**src/rtl/bicubic_coord_gen.sv**
```systemverilog
// Source-coordinate and phase generator for the bicubic upscaler: raster walk of the
// target grid, per-axis DDA for integer anchors, restoring divider for Q0.FW phases.
module bicubic_coord_gen #(
   parameter int CW  = 7,
   parameter int SDW = 5,
   parameter int TDW = 6,
   parameter int FW  = 8
) (
   input  logic           CLK,
   input  logic           RST,
   input  logic           START,
   input  logic           ABORT,
   input  logic [CW-1:0]  H0,
   input  logic [CW-1:0]  V0,
   input  logic [SDW-1:0] SW,
   input  logic [SDW-1:0] SH,
   input  logic [TDW-1:0] TW,
   input  logic [TDW-1:0] TH,
   output logic           OUT_VALID,
   input  logic           OUT_READY,
   output logic [CW-1:0]  OUT_H,
   output logic [CW-1:0]  OUT_V,
   output logic [FW-1:0]  OUT_HF,
   output logic [FW-1:0]  OUT_VF,
   output logic [TDW-1:0] OUT_COL,
   output logic [TDW-1:0] OUT_ROW,
   output logic           OUT_LAST,
   output logic           BUSY,
   output logic           DONE,
   output logic           ERR
);

   localparam int MW = (SDW > TDW) ? SDW : TDW;
   localparam int KW = $clog2(FW + 1);

   typedef enum logic [1:0] {S_IDLE, S_VDIV, S_HDIV, S_OUT} state_t;

   state_t state, state_nxt;

   logic [CW-1:0]  h0_q, v0_q;
   logic [SDW-1:0] sw_q, sh_q;
   logic [TDW-1:0] tw_q, th_q;
   logic [TDW-1:0] col, row;
   logic [SDW-1:0] quot_h, quot_v;
   logic [TDW-1:0] rem_h, rem_v;
   logic [TDW-1:0] div_p;
   logic [FW-1:0]  div_q;
   logic [KW-1:0]  div_cnt;

   logic           cfg_ok, start_ok, abort_now, div_last;
   logic           col_end, row_end, frame_last;
   logic [TDW:0]   h_sum, v_sum;
   logic           h_wrap, v_wrap;
   logic [TDW-1:0] rem_h_nxt, rem_v_nxt;
   logic [SDW-1:0] quot_h_nxt, quot_v_nxt;
   logic [TDW-1:0] div_d, div_p_nxt;
   logic [TDW:0]   div_sh;
   logic           div_ge;
   logic [FW-1:0]  div_q_nxt;

   // Upscale only: both source dimensions must fit inside the target.
   assign cfg_ok = (SW >= SDW'(2)) && (SH >= SDW'(2)) &&
                   (TW >= TDW'(2)) && (TH >= TDW'(2)) &&
                   (MW'(SW) <= MW'(TW)) && (MW'(SH) <= MW'(TH));

   assign start_ok   = START && !DONE;
   assign abort_now  = ABORT && (state != S_IDLE);
   assign div_last   = (div_cnt == KW'(FW - 1));
   assign col_end    = (col == tw_q - TDW'(1));
   assign row_end    = (row == th_q - TDW'(1));
   assign frame_last = col_end && row_end;

   assign OUT_VALID = (state == S_OUT);
   assign BUSY      = (state != S_IDLE);

   // One DDA step per axis: rem < T-1 and S <= T, so a single conditional subtract suffices.
   always_comb begin
      h_sum      = {1'b0, rem_h} + (TDW+1)'(sw_q - SDW'(1));
      v_sum      = {1'b0, rem_v} + (TDW+1)'(sh_q - SDW'(1));
      h_wrap     = (h_sum >= {1'b0, tw_q - TDW'(1)});
      v_wrap     = (v_sum >= {1'b0, th_q - TDW'(1)});
      rem_h_nxt  = h_wrap ? TDW'(h_sum - {1'b0, tw_q - TDW'(1)}) : TDW'(h_sum);
      rem_v_nxt  = v_wrap ? TDW'(v_sum - {1'b0, th_q - TDW'(1)}) : TDW'(v_sum);
      quot_h_nxt = quot_h + SDW'(h_wrap);
      quot_v_nxt = quot_v + SDW'(v_wrap);
   end

   // Restoring divider: partial remainder stays below the divisor, quotient shifts in MSB first.
   always_comb begin
      div_d     = (state == S_VDIV) ? (th_q - TDW'(1)) : (tw_q - TDW'(1));
      div_sh    = {div_p, 1'b0};
      div_ge    = (div_sh >= {1'b0, div_d});
      div_p_nxt = div_ge ? TDW'(div_sh - {1'b0, div_d}) : TDW'(div_sh);
      div_q_nxt = {div_q[FW-2:0], div_ge};
   end

   always_ff @(posedge CLK or negedge RST) begin
      if (!RST) state <= S_IDLE;
      else      state <= state_nxt;
   end

   // NOTE: every variable driven here gets a default first, so no latch is inferred.
   always_comb begin
      state_nxt = state;
      if (abort_now) begin
         state_nxt = S_IDLE;
      end else begin
         case (state)
            S_IDLE: if (start_ok && cfg_ok) state_nxt = S_VDIV;
            S_VDIV: if (div_last) state_nxt = S_HDIV;
            S_HDIV: if (div_last) state_nxt = S_OUT;
            S_OUT:  if (OUT_READY) state_nxt = frame_last ? S_IDLE : (col_end ? S_VDIV : S_HDIV);
            default: state_nxt = S_IDLE;
         endcase
      end
   end

   // NOTE: sequential state uses non-blocking assignments only, so every reader sees pre-edge values.
   always_ff @(posedge CLK or negedge RST) begin
      if (!RST) begin
         h0_q     <= '0;  v0_q    <= '0;
         sw_q     <= '0;  sh_q    <= '0;
         tw_q     <= '0;  th_q    <= '0;
         col      <= '0;  row     <= '0;
         quot_h   <= '0;  quot_v  <= '0;
         rem_h    <= '0;  rem_v   <= '0;
         div_p    <= '0;  div_q   <= '0;
         div_cnt  <= '0;
         OUT_H    <= '0;  OUT_V   <= '0;
         OUT_HF   <= '0;  OUT_VF  <= '0;
         OUT_COL  <= '0;  OUT_ROW <= '0;
         OUT_LAST <= 1'b0;
         DONE     <= 1'b0;
         ERR      <= 1'b0;
      end else begin
         DONE <= 1'b0;
         ERR  <= 1'b0;
         if (!abort_now) begin
            case (state)
               S_IDLE: begin
                  if (start_ok) begin
                     if (cfg_ok) begin
                        h0_q    <= H0;  v0_q   <= V0;
                        sw_q    <= SW;  sh_q   <= SH;
                        tw_q    <= TW;  th_q   <= TH;
                        col     <= '0;  row    <= '0;
                        quot_h  <= '0;  quot_v <= '0;
                        rem_h   <= '0;  rem_v  <= '0;
                        div_p   <= '0;
                        div_cnt <= '0;
                     end else begin
                        ERR <= 1'b1;
                     end
                  end
               end
               S_VDIV, S_HDIV: begin
                  div_p   <= div_p_nxt;
                  div_q   <= div_q_nxt;
                  div_cnt <= div_cnt + KW'(1);
                  if (div_last) begin
                     div_cnt <= '0;
                     if (state == S_VDIV) begin
                        OUT_VF <= div_q_nxt;
                        div_p  <= rem_h;
                     end else begin
                        OUT_HF   <= div_q_nxt;
                        OUT_H    <= h0_q + CW'(quot_h);
                        OUT_V    <= v0_q + CW'(quot_v);
                        OUT_COL  <= col;
                        OUT_ROW  <= row;
                        OUT_LAST <= frame_last;
                     end
                  end
               end
               S_OUT: begin
                  if (OUT_READY) begin
                     if (frame_last) begin
                        DONE <= 1'b1;
                     end else if (col_end) begin
                        col    <= '0;
                        rem_h  <= '0;
                        quot_h <= '0;
                        row    <= row + TDW'(1);
                        rem_v  <= rem_v_nxt;
                        quot_v <= quot_v_nxt;
                        div_p  <= rem_v_nxt;
                     end else begin
                        col    <= col + TDW'(1);
                        rem_h  <= rem_h_nxt;
                        quot_h <= quot_h_nxt;
                        div_p  <= rem_h_nxt;
                     end
                  end
               end
               default: ;
            endcase
         end
      end
   end

endmodule

```
**config.mk**
```make
export PLATFORM = sky130hd
export DESIGN_NAME = bicubic_coord_gen
export DESIGN_NICKNAME = d
export VERILOG_FILES = /design/src/rtl/bicubic_coord_gen.sv
export SDC_FILE = /design/constraint.sdc
export NUM_CORES = 1
export LEC_CHECK = 0
export CAP_MARGIN = 15
export CORE_MARGIN = 1.5
export CORE_UTILIZATION = 58
export CTS_CLUSTER_DIAMETER = 50
export DETAILED_ROUTE_END_ITERATION = 7
export GPL_ROUTABILITY_DRIVEN = 1
export HOLD_SLACK_MARGIN = 0.12
export PLACE_DENSITY = 0.89
export RECOVER_POWER = 50
export SYNTH_ARGS = -nofsm -noshare
export SYNTH_HDL_FRONTEND = slang
export SYNTH_SLANG_ARGS = --single-unit
```
**constraint.sdc**
```tcl
create_clock -name CLK -period 5.45 [get_ports CLK]
set_input_delay 1.3625 -clock CLK [delete_from_list [all_inputs] [get_ports CLK]]
set_output_delay 1.3625 -clock CLK [all_outputs]
set_load 0.005 [all_outputs]
```
# After elaboration in Yosys (flattened, before gate mapping)

Cells that the tools add are included.
W data, S select, Z words.

Word-level logic and storage cells: 149
Register bits: 134

Add/sub/neg operators: 16
Magnitude comparators: 9
Equality and inequality tests: 15
Mux-type cells: 58
Bitwise logic cells: 2
Reductions and logical operators: 24

Operators with widths:

| kind                  | number |
|---|---|
| $mux W6               | 23 |
| $pmux W6 S2           | 4 |
| $mux W5               | 8 |
| $ge A7 B6 Y1          | 3 |
| $pmux W5 S2           | 2 |
| $reduce_and A4 Y1     | 5 |
| $pmux W6 S3           | 1 |
| $sub A6 B6 Y6         | 3 |
| $add A6 B7 Y7         | 2 |
| $add A7 B5 Y7         | 2 |
| $mux W2               | 7 |
| $add A6 B1 Y6 const B | 2 |
| $eq A6 B6 Y1          | 2 |
| $ge A6 B2 Y1 const B  | 2 |
| $le A5 B6 Y1          | 2 |
| $mux W4               | 3 |
| $sub A5 B1 Y6 const B | 2 |
| $sub A6 B1 Y6 const B | 2 |
| $add A5 B1 Y5         | 2 |
| $ge A5 B2 Y1 const B  | 2 |
| $logic_and A1 B1 Y1   | 9 |
| $ne A3 B3 Y1 const B  | 3 |
| $mux W1               | 8 |
| $pmux W2 S4           | 1 |
| other kinds (17)      | 24 |

# Longest topological paths before layout

Gate-level depths: netlist of the first run.

Depth after elaboration: 10
Gate-level depth with buffers: 19

# Worst setup path after synthesis of the first run

Ideal clock, no wire load.

Kind: reg2reg
Start: register sh_q[1]
End: register quot_v[2]
Setup slack: 1.655 ns
Setup time: 0.124 ns
Cell stages (with the launch flop): 16
Arrival time: 3.671 ns
Cells stage by stage: dfrtp_1 -> or4_1 -> nor2_1 -> ha_1 -> nor4b_1 -> a2111oi_0 -> o211ai_1 -> ha_1 -> nor4_1 -> o21a_1 -> inv_1 -> ha_1 -> ha_1 -> nand2_1 -> nor3_1 -> a211o_1

Cells in the longest elaborated chain, start to end: 8

RTL lines:

| item                     | line | text |
|---|---|---|
| start: declaration       | 41   | `logic [SDW-1:0] sw_q, sh_q;` |
| start signal: assignment | 122  | `sw_q <= '0; sh_q <= '0;` |
| start signal: assignment | 144  | `sw_q <= SW; sh_q <= SH;` |
| $sub A5 B1 Y6            | 79   | `v_sum = {1'b0, rem_v} + (TDW+1)'(sh_q - SDW'(1));` |
| $add A6 B7 Y7            | 79   |  |
| $ge A7 B6 Y1             | 81   | `v_wrap = (v_sum >= {1'b0, th_q - TDW'(1)});` |
| $add A5 B1 Y5            | 85   | `quot_v_nxt = quot_v + SDW'(v_wrap);` |
| $mux W5                  | 179  | `end else if (col_end) begin` |
| $mux W5                  | 177  | `if (frame_last) begin` |
| $mux W5                  | 176  | `if (OUT_READY) begin` |
| $pmux W5 S2              | 139  | `case (state)` |
| end signal: assignment   | 185  | `quot_v <= quot_v_nxt;` |
| end: declaration         | 44   | `logic [SDW-1:0] quot_h, quot_v;` |

Every way passes these cells. The select of a mux whose other input is x is not followed.
A chain may end at the register's enable or synchronous reset.

# Final worst setup path of the first run

Ends and elaborated chain as after synthesis.

==> results_tabular.tex, run 1 <==
\begin{tabular}{lr}
\hline
Metric & Value \\
\hline
\multicolumn{2}{l}{\textbf{Status}} \\
Outcome & finished, violations left \\
Violations in the final reports & max-capacitance violations, max-slew violations \\
\multicolumn{2}{l}{\textbf{STA}} \\
Number of max-slew violations in the final report & 98 \\
Slew of the pin with the lowest slew margin & 2350 ps \\
Clk\_skew & 11.5 ps \\
Worst Setup Slack, final & 1080 ps \\
RSZ-0062 raised after global routing & no \\
Max Clock Freq & 229 MHz \\
Number of failing hold endpoints at the final stage & 0 \\
Relative max-transition margin & -0.564 \\
Final-report setup violation count & 0 \\
Minimum period implied by the final worst setup slack & 4370 ps \\
Total negative slack & 0 ps \\
Fraction of the cycle the final worst path needs & 0.801 \\
\multicolumn{2}{l}{\textbf{Floorplanning}} \\
IO Count & 88 \\
Initial cell density of the core & 0.588 \\
Die footprint & 0.0154 mm2 \\
Die width & 124 um \\
Placeable core region & 0.0144 mm2 \\
Die Ht & 124 um \\
Row Count & 44 \\
\multicolumn{2}{l}{\textbf{Synth}} \\
Number of warnings reported in the yosys synthesis log & 0 \\
Synthesized Nets & 1,014 \\
Top flip-flop cell by instance count after synthesis & sky130\_fd\_sc\_hd\_\_dfrtp\_1 \\
Post-synth EDFFs & 0 \\
Share of the synthesized area in the top cell type & 0.395 \\
Fraction of synthesis flops using an asynchronous set or reset pin & 1.00 \\
Biggest area contributors in the synthesized netlist & sky130\_fd\_sc\_hd\_\_dfrtp\_1, sky130\_fd\_sc\_hd\_\_ha\_1, sky130\_fd\_sc\_hd\_\_nand2\_1 \\
Post-synthesis cell type count & 65 \\
Synth area leader & sky130\_fd\_sc\_hd\_\_dfrtp\_1 \\
Register bit count reported by yosys & 134 \\
Mapped Avg Cell Area & 9.45 um2 \\
Gate count of the mapped netlist & 898 \\
Cell area after synthesis & 0.00849 mm2 \\
Fraction of the yosys area taken by sequential cells & 0.395 \\
\multicolumn{2}{l}{\textbf{GRT}} \\
Number of global-route vias before repair & 6,924 \\
Global-route usage over all layers & 0.283 \\
Global-route wire length before repair & 33,400 um \\
Total overflow reported by the global router & 0 \\
Antenna violations before repair & 0 \\
Pin count of the biggest net entering global routing & 98 \\
\multicolumn{2}{l}{\textbf{Route}} \\
Via count & 7,017 \\
Antenna-violating nets left & 0 \\
Average wire per cell in the routed design & 17.1 um \\
Post-Route WL & 20,200 um \\
Number of DRC markers after the initial detailed-route iteration & 743 \\
Detailed-routing iteration count for the pre-antenna-repair pass & 5 \\
Via-per-instance ratio & 5.94 \\
Remaining design rule violation count & 0 \\
\multicolumn{2}{l}{\textbf{Worst setup path}} \\
Crit path arrival time & 4680 ps \\
Kind of capture point of the worst setup path & register \\
Worst Path Required & 5770 ps \\
Setup crit start kind & register \\
Setup CP Type & register to register \\
Maximum fanout count along the critical path & 7 \\
Count of cells along the worst register-to-register path & 15 \\
\multicolumn{2}{l}{\textbf{Min path}} \\
Number of cells on the worst hold path & 2 \\
Path type of the worst min-delay path & register to register \\
\multicolumn{2}{l}{\textbf{CTS}} \\
Worst-path clk slew & 60 ps \\
Hold\_buf cts & 0 \\
Bufs on Longest Clock Path & 2 \\
Num Clock Sinks & 134 \\
Post-CTS sizing & 0 \\
Post-CTS Setup Inserts & 0 \\
TritonCTS clock tree & yes \\
Number of H-tree levels & 4 \\
Source-to-sink clock delay at the later pin of the worst-skew pair & 430 ps \\
CTS Root Buffer Type & sky130\_fd\_sc\_hd\_\_clkbuf\_16 \\
Number of buffers inserted during clock tree synthesis & 17 \\
\multicolumn{2}{l}{\textbf{Finish}} \\
N\_diodes & 0 \\
Nets@finish & 1,100 \\
Final Core Density & 0.705 \\
Fraction of final layout cells sized beyond drive strength 1 & 0.107 \\
Final instance count without filler cells & 1,181 \\
Layout area overhead & 19.9\% \\
\multicolumn{2}{l}{\textbf{Power and ir drop}} \\
Maximum VDD drop & 482 uV \\
Power per cell area & 742 mW/mm2 \\
Cell leakage power & 4.85 nW \\
Power consumption & 7.55 mW \\
\multicolumn{2}{l}{\textbf{Job}} \\
Number of max-cap violations & 1 \\
\multicolumn{2}{l}{\textbf{Placement}} \\
Routability-driven placement congestion ratio & 0.948 \\
Number of instances in the placed design & 1,149 \\
Count of buffers from port buffering & 87 \\
Setup Slack @ Placement & 859 ps \\
Detailed placer's ending HPWL & 14,400 um \\
\hline
\end{tabular}
## cell type report
cell class / count / area [um2]
clock buffer: 19 / 443
clock inverter: 13 / 194
fill: 1018 / 4250
inverter: 55 / 206
multi-input combinational: 678 / 4800
sequential: 134 / 3350
tap: 184 / 230
timing repair buffer: 98 / 946
## worst max-delay path, stage by stage, from the launching register on
cell                        delay, ps
sky130_fd_sc_hd__dfrtp_1          410
sky130_fd_sc_hd__or4_1            580
sky130_fd_sc_hd__nor2_1           160
sky130_fd_sc_hd__ha_1             310
sky130_fd_sc_hd__nor4b_1          170
sky130_fd_sc_hd__a2111oi_0        420
sky130_fd_sc_hd__o211ai_1         200
sky130_fd_sc_hd__ha_1             260
sky130_fd_sc_hd__nor4_1           480
sky130_fd_sc_hd__o21a_1           290
sky130_fd_sc_hd__inv_1            160
sky130_fd_sc_hd__ha_1             230
sky130_fd_sc_hd__ha_1             210
sky130_fd_sc_hd__nand2_1           80
sky130_fd_sc_hd__nor3_1            40
sky130_fd_sc_hd__a211o_1          260
## metal layers
layer / GRT usage / part of all wire / vias up
li1: - / - / 3321
met3: 0.0440 / 0.059 / 55
met2: 0.467 / 0.47 / 257
met4: 0.128 / 0.032 / 0
met1: 0.369 / 0.44 / 3384
met5: 0 / 0 / -
## synth_stat cells, types with 2 or more instances
library cell	instances
sky130_fd_sc_hd__a2111oi_0	2
sky130_fd_sc_hd__a211o_1	6
sky130_fd_sc_hd__a211oi_1	2
sky130_fd_sc_hd__a21o_1	11
sky130_fd_sc_hd__a21oi_1	28
sky130_fd_sc_hd__a221oi_1	4
sky130_fd_sc_hd__a22o_1	2
sky130_fd_sc_hd__a41oi_1	2
sky130_fd_sc_hd__and2_1	7
sky130_fd_sc_hd__and3_1	6
sky130_fd_sc_hd__and3b_1	2
sky130_fd_sc_hd__buf_1	5
sky130_fd_sc_hd__buf_2	7
sky130_fd_sc_hd__clkbuf_1	18
sky130_fd_sc_hd__dfrtp_1	134
sky130_fd_sc_hd__fa_1	7
sky130_fd_sc_hd__ha_1	68
sky130_fd_sc_hd__inv_1	55
sky130_fd_sc_hd__mux2_2	49
sky130_fd_sc_hd__mux2i_1	14
sky130_fd_sc_hd__nand2_1	169
sky130_fd_sc_hd__nand2b_1	9
sky130_fd_sc_hd__nand3_1	36
sky130_fd_sc_hd__nand3b_1	3
sky130_fd_sc_hd__nand4_1	3
sky130_fd_sc_hd__nor2_1	34
sky130_fd_sc_hd__nor2b_1	14
sky130_fd_sc_hd__nor3_1	11
sky130_fd_sc_hd__nor3b_1	4
sky130_fd_sc_hd__nor4_1	7
sky130_fd_sc_hd__nor4b_1	2
sky130_fd_sc_hd__o211ai_1	5
sky130_fd_sc_hd__o21a_1	8
sky130_fd_sc_hd__o21ai_0	67
sky130_fd_sc_hd__o221ai_1	3
sky130_fd_sc_hd__o31a_1	2
sky130_fd_sc_hd__o31ai_1	11
sky130_fd_sc_hd__or2_2	3
sky130_fd_sc_hd__or4_1	10
sky130_fd_sc_hd__xnor2_1	28
sky130_fd_sc_hd__xnor3_1	5
sky130_fd_sc_hd__xor2_1	12
## cell usage in the layout, fill, tap and decap left out, drive strengths merged, types with 21 or more instances in the layout
master / synthesis / layout
inv: 55 / 59
clkdlybuf4s50: 0 / 76
nor2: 34 / 34
nand2: 169 / 169
xnor2: 28 / 28
o21ai: 67 / 67
a21oi: 28 / 28
ha: 68 / 68
mux2: 49 / 49
dfrtp: 134 / 134
clkbuf: 18 / 21
nand3: 36 / 36
## where the power goes
part / switching (mW) / internal [mW]
sequential: 0.308 / 1.31
clock: 0.461 / 0.784
combinational: 2.59 / 2.09
## worst paths after layout
| path | slack [ps] | end | start |
|---|---|---|---|
| max in group asynchronous | 1830 | div_p[4] | RST |
| min in group asynchronous | 1630 | OUT_V[1] | RST |
| worst max-delay path | 1080 | quot_v[2] | sh_q[1] |
| worst min register to register | 480 | OUT_H[2] | OUT_H[2] |
| worst min-delay path | 480 | OUT_H[2] | OUT_H[2] |
| worst max register to register | 1080 | quot_v[2] | sh_q[1] |
## through the flow
step | hold slack [ps] | area, um2
2_1_floorplan | 451 | 8490
3_3_place_gp | 452 | 9540
3_5_place_dp | 463 | 9540
4_1_cts | 480 | 10200
5_1_grt | 505 | 10200
6_report | 476 | 10200
## state kept, by name (all words and copies together) (netlist names), 7 cells and up
name    count
OUT_VF      8
OUT_V       7
v0_q        7
div_q       7
OUT_HF      8
OUT_H       7
h0_q        7
## cells by family after synthesis
group,share of synthesized area
muxes,0.0815
and+or+nand+nor,0.181
buffers and inverters,0.0400
adders and majority gates,0.117
AOI/OAI and AO/OA,0.129
DFF,0.395
xor gates and xnor gates,0.0573
Power figures use the tool's default switching activity.
==> inputs of run 2 (changes only) <==
==> constraint.sdc (replaced) <==
create_clock -name CLK -period 4.53 [get_ports CLK]
set_input_delay 1.1325 -clock CLK [delete_from_list [all_inputs] [get_ports CLK]]
set_output_delay 1.1325 -clock CLK [all_outputs]
set_load 0.005 [all_outputs]
==> results_tabular.tex, run 2 (synthesis gave the netlist of run 1 again) <==
\begin{tabular}{lr}
\hline
Metric & Value \\
\hline
\multicolumn{2}{l}{\textbf{Power and ir drop}} \\
Cell leakage power & 4.89 nW (+0.84\%) \\
Power per cell area & 895 mW/mm2 (+21\%) \\
Maximum VDD drop & 520 uV (+8.0\%) \\
\multicolumn{2}{l}{\textbf{GRT}} \\
Global-route wire length before repair & 33,900 um (+1.5\%) \\
Total overflow reported by the global router & 0 (unchanged) \\
Pin count of the biggest net entering global routing & 106 (+8.2\%) \\
Global-route usage over all layers & 0.288 (+0.00494) \\
Antenna violations before repair & 0 (unchanged) \\
Number of global-route vias before repair & 6,954 (+0.43\%) \\
\multicolumn{2}{l}{\textbf{Status}} \\
Outcome & finished, violations left \\
Violations in the final reports & max-capacitance violations, max-slew violations \\
\multicolumn{2}{l}{\textbf{STA}} \\
Minimum period implied by the final worst setup slack & 4380 ps (+13.6 ps) \\
Slew of the pin with the lowest slew margin & 2550 ps (+206 ps) \\
Number of failing hold endpoints at the final stage & 0 (unchanged) \\
Relative max-transition margin & -0.701 (-0.137) \\
Number of max-slew violations in the final report & 106 (+8.2\%) \\
RSZ-0062 raised after global routing & no \\
Total negative slack & 0 ps (unchanged) \\
Max Clock Freq & 228 MHz (-0.31\%) \\
Final-report setup violation count & 0 (unchanged) \\
Fraction of the cycle the final worst path needs & 0.967 (+0.166) \\
Worst Setup Slack, final & 149 ps (-934 ps) \\
Clk\_skew & 5.81 ps (-5.72 ps) \\
\multicolumn{2}{l}{\textbf{Floorplanning}} \\
Die width & 124 um (unchanged) \\
Placeable core region & 0.0144 mm2 (unchanged) \\
Die footprint & 0.0154 mm2 (unchanged) \\
IO Count & 88 (unchanged) \\
Die Ht & 124 um (unchanged) \\
Row Count & 44 (unchanged) \\
Initial cell density of the core & 0.588 (unchanged) \\
\multicolumn{2}{l}{\textbf{Worst setup path}} \\
Setup CP Type & register to register \\
First element of the critical path & sh\_q[1] \\
Crit path arrival time & 4700 ps (+20 ps) \\
Setup slack of the most critical reg-to-reg path & 150 ps (-930 ps) \\
Worst Path Required & 4850 ps (-920 ps) \\
Kind of capture point of the worst setup path & register \\
Setup crit start kind & register \\
Worst flop-to-flop path endpoint & quot\_v[2] \\
Count of cells along the worst register-to-register path & 16 (+1) \\
Worst Setup EP & quot\_v[2] \\
Worst r2r src & sh\_q[1] \\
Maximum fanout count along the critical path & 7 (unchanged) \\
\multicolumn{2}{l}{\textbf{Finish}} \\
Layout area overhead & 19.8\% (about the same) \\
Nets@finish & 1,101 (+0.091\%) \\
Registers with the most flip-flops & OUT\_HF (8), OUT\_VF (8) \\
N\_diodes & 0 (unchanged) \\
Fraction of final layout cells sized beyond drive strength 1 & 0.107 (unchanged) \\
Most common cell after layout, fill and taps aside & sky130\_fd\_sc\_hd\_\_nand2\_1 \\
Most frequent cells in the layout & sky130\_fd\_sc\_hd\_\_nand2\_1, sky130\_fd\_sc\_hd\_\_dfrtp\_1, sky130\_fd\_sc\_hd\_\_ha\_1 \\
\multicolumn{2}{l}{\textbf{CTS}} \\
CTS Root Buffer Type & sky130\_fd\_sc\_hd\_\_clkbuf\_16 \\
Number of H-tree levels & 4 (unchanged) \\
Bufs on Longest Clock Path & 2 (unchanged) \\
Worst-path clk slew & 60 ps (about the same) \\
TritonCTS clock tree & yes \\
Number of buffers inserted during clock tree synthesis & 17 (unchanged) \\
Source-to-sink clock delay at the later pin of the worst-skew pair & 430 ps (about the same) \\
Num Clock Sinks & 134 (unchanged) \\
\multicolumn{2}{l}{\textbf{Placement}} \\
Detailed placer's ending HPWL & 14,600 um (+1.1\%) \\
Count of buffers from port buffering & 87 (unchanged) \\
Setup Slack @ Placement & 241 ps (-618 ps) \\
Routability-driven placement congestion ratio & 0.934 (-1.5\%) \\
\multicolumn{2}{l}{\textbf{Route}} \\
Detailed-routing iteration count for the pre-antenna-repair pass & 5 (unchanged) \\
Antenna-violating nets left & 0 (unchanged) \\
Post-Route WL & 20,800 um (+2.8\%) \\
Remaining design rule violation count & 0 (unchanged) \\
Via-per-instance ratio & 6.02 (+1.3\%) \\
Via count & 7,110 (+1.3\%) \\
Average wire per cell in the routed design & 17.6 um (+2.8\%) \\
Number of DRC markers after the initial detailed-route iteration & 657 (-12\%) \\
\multicolumn{2}{l}{\textbf{Min path}} \\
Path type of the worst min-delay path & register to register \\
\multicolumn{2}{l}{\textbf{Job}} \\
Number of max-cap violations & 1 (unchanged) \\
\hline
\end{tabular}
-- run 2: area by class of cell --
class / count / area, um2
Clock buffer: 20 / 467
Timing Repair Buffer: 99 / 961
Sequential cell: 134 / 3350
Tap cell: 184 / 230
Multi-Input combinational cell: 678 / 4810
Fill cell: 1058 / 4250
Clock inverter: 11 / 146
Inverter: 55 / 206
-- run 2: what timing repair did --
item | in CTS | in global routing
buffers inserted | 0 | 0
setup endpoints to repair | 0 | 6
hold buffers | 0 | 0
endpoints found under the hold margin | 0 | 0
gates resized for setup | 0 | 2
-- run 2: metal layers --
metal / global-route usage / up-vias / wire (um)
li1: - / 3322 / -
met1: 0.371 / 3417 / 8770
met2: 0.481 / 309 / 10100
met3: 0.0499 / 62 / 1250
met4: 0.119 / 0 / 672
met5: 0 / - / 0
-- run 2: how the worst min path moves through the flow --
stage / cells after the start / end / from
2_1_floorplan: 2 / OUT_HF[7] / div_q[6]
3_3_place_gp: 2 / OUT_HF[6] / OUT_HF[6]
3_5_place_dp: 2 / OUT_COL[1] / OUT_COL[1]
4_1_cts: 2 / OUT_COL[1] / OUT_COL[1]
5_1_grt: 2 / OUT_V[4] / OUT_V[4]
6_report: 2 / OUT_HF[4] / OUT_HF[4]
-- run 2: report_power, final --
part           switching [mW]  internal, mW  leakage, nW
sequential              0.376          1.58         1.77
combinational            3.19          2.52         2.82
clock                   0.533         0.907        0.299
-- run 2: worst max-delay path, stage by stage, from the launching register on --
cell and delay [ps]:
sky130_fd_sc_hd__dfrtp_1 400, sky130_fd_sc_hd__or4_1 590, sky130_fd_sc_hd__nor2_1 190, sky130_fd_sc_hd__ha_1 320, sky130_fd_sc_hd__nor3b_1 180, sky130_fd_sc_hd__a2111oi_1 440, sky130_fd_sc_hd__o211ai_1 220, sky130_fd_sc_hd__ha_1 290
sky130_fd_sc_hd__nor3_1 230, sky130_fd_sc_hd__o21a_1 200, sky130_fd_sc_hd__o21a_1 260, sky130_fd_sc_hd__inv_1 150, sky130_fd_sc_hd__ha_1 220, sky130_fd_sc_hd__ha_1 210, sky130_fd_sc_hd__nand2_1 70, sky130_fd_sc_hd__nor3_1 40
sky130_fd_sc_hd__a211o_1 250
-- run 2: through the flow --
step                utilization  cell area, um2  power, mW  hold slack [ps]  std cells
floorplan                     -            8490       6.00              451        898
CTS                       0.706           10200       9.03              478       1181
detailed placement        0.663            9560       7.43              463       1150
global placement          0.663            9560       7.22              457       1150
global route              0.705           10200       9.72              487       1181
finish                    0.705           10200       9.11              471       1181
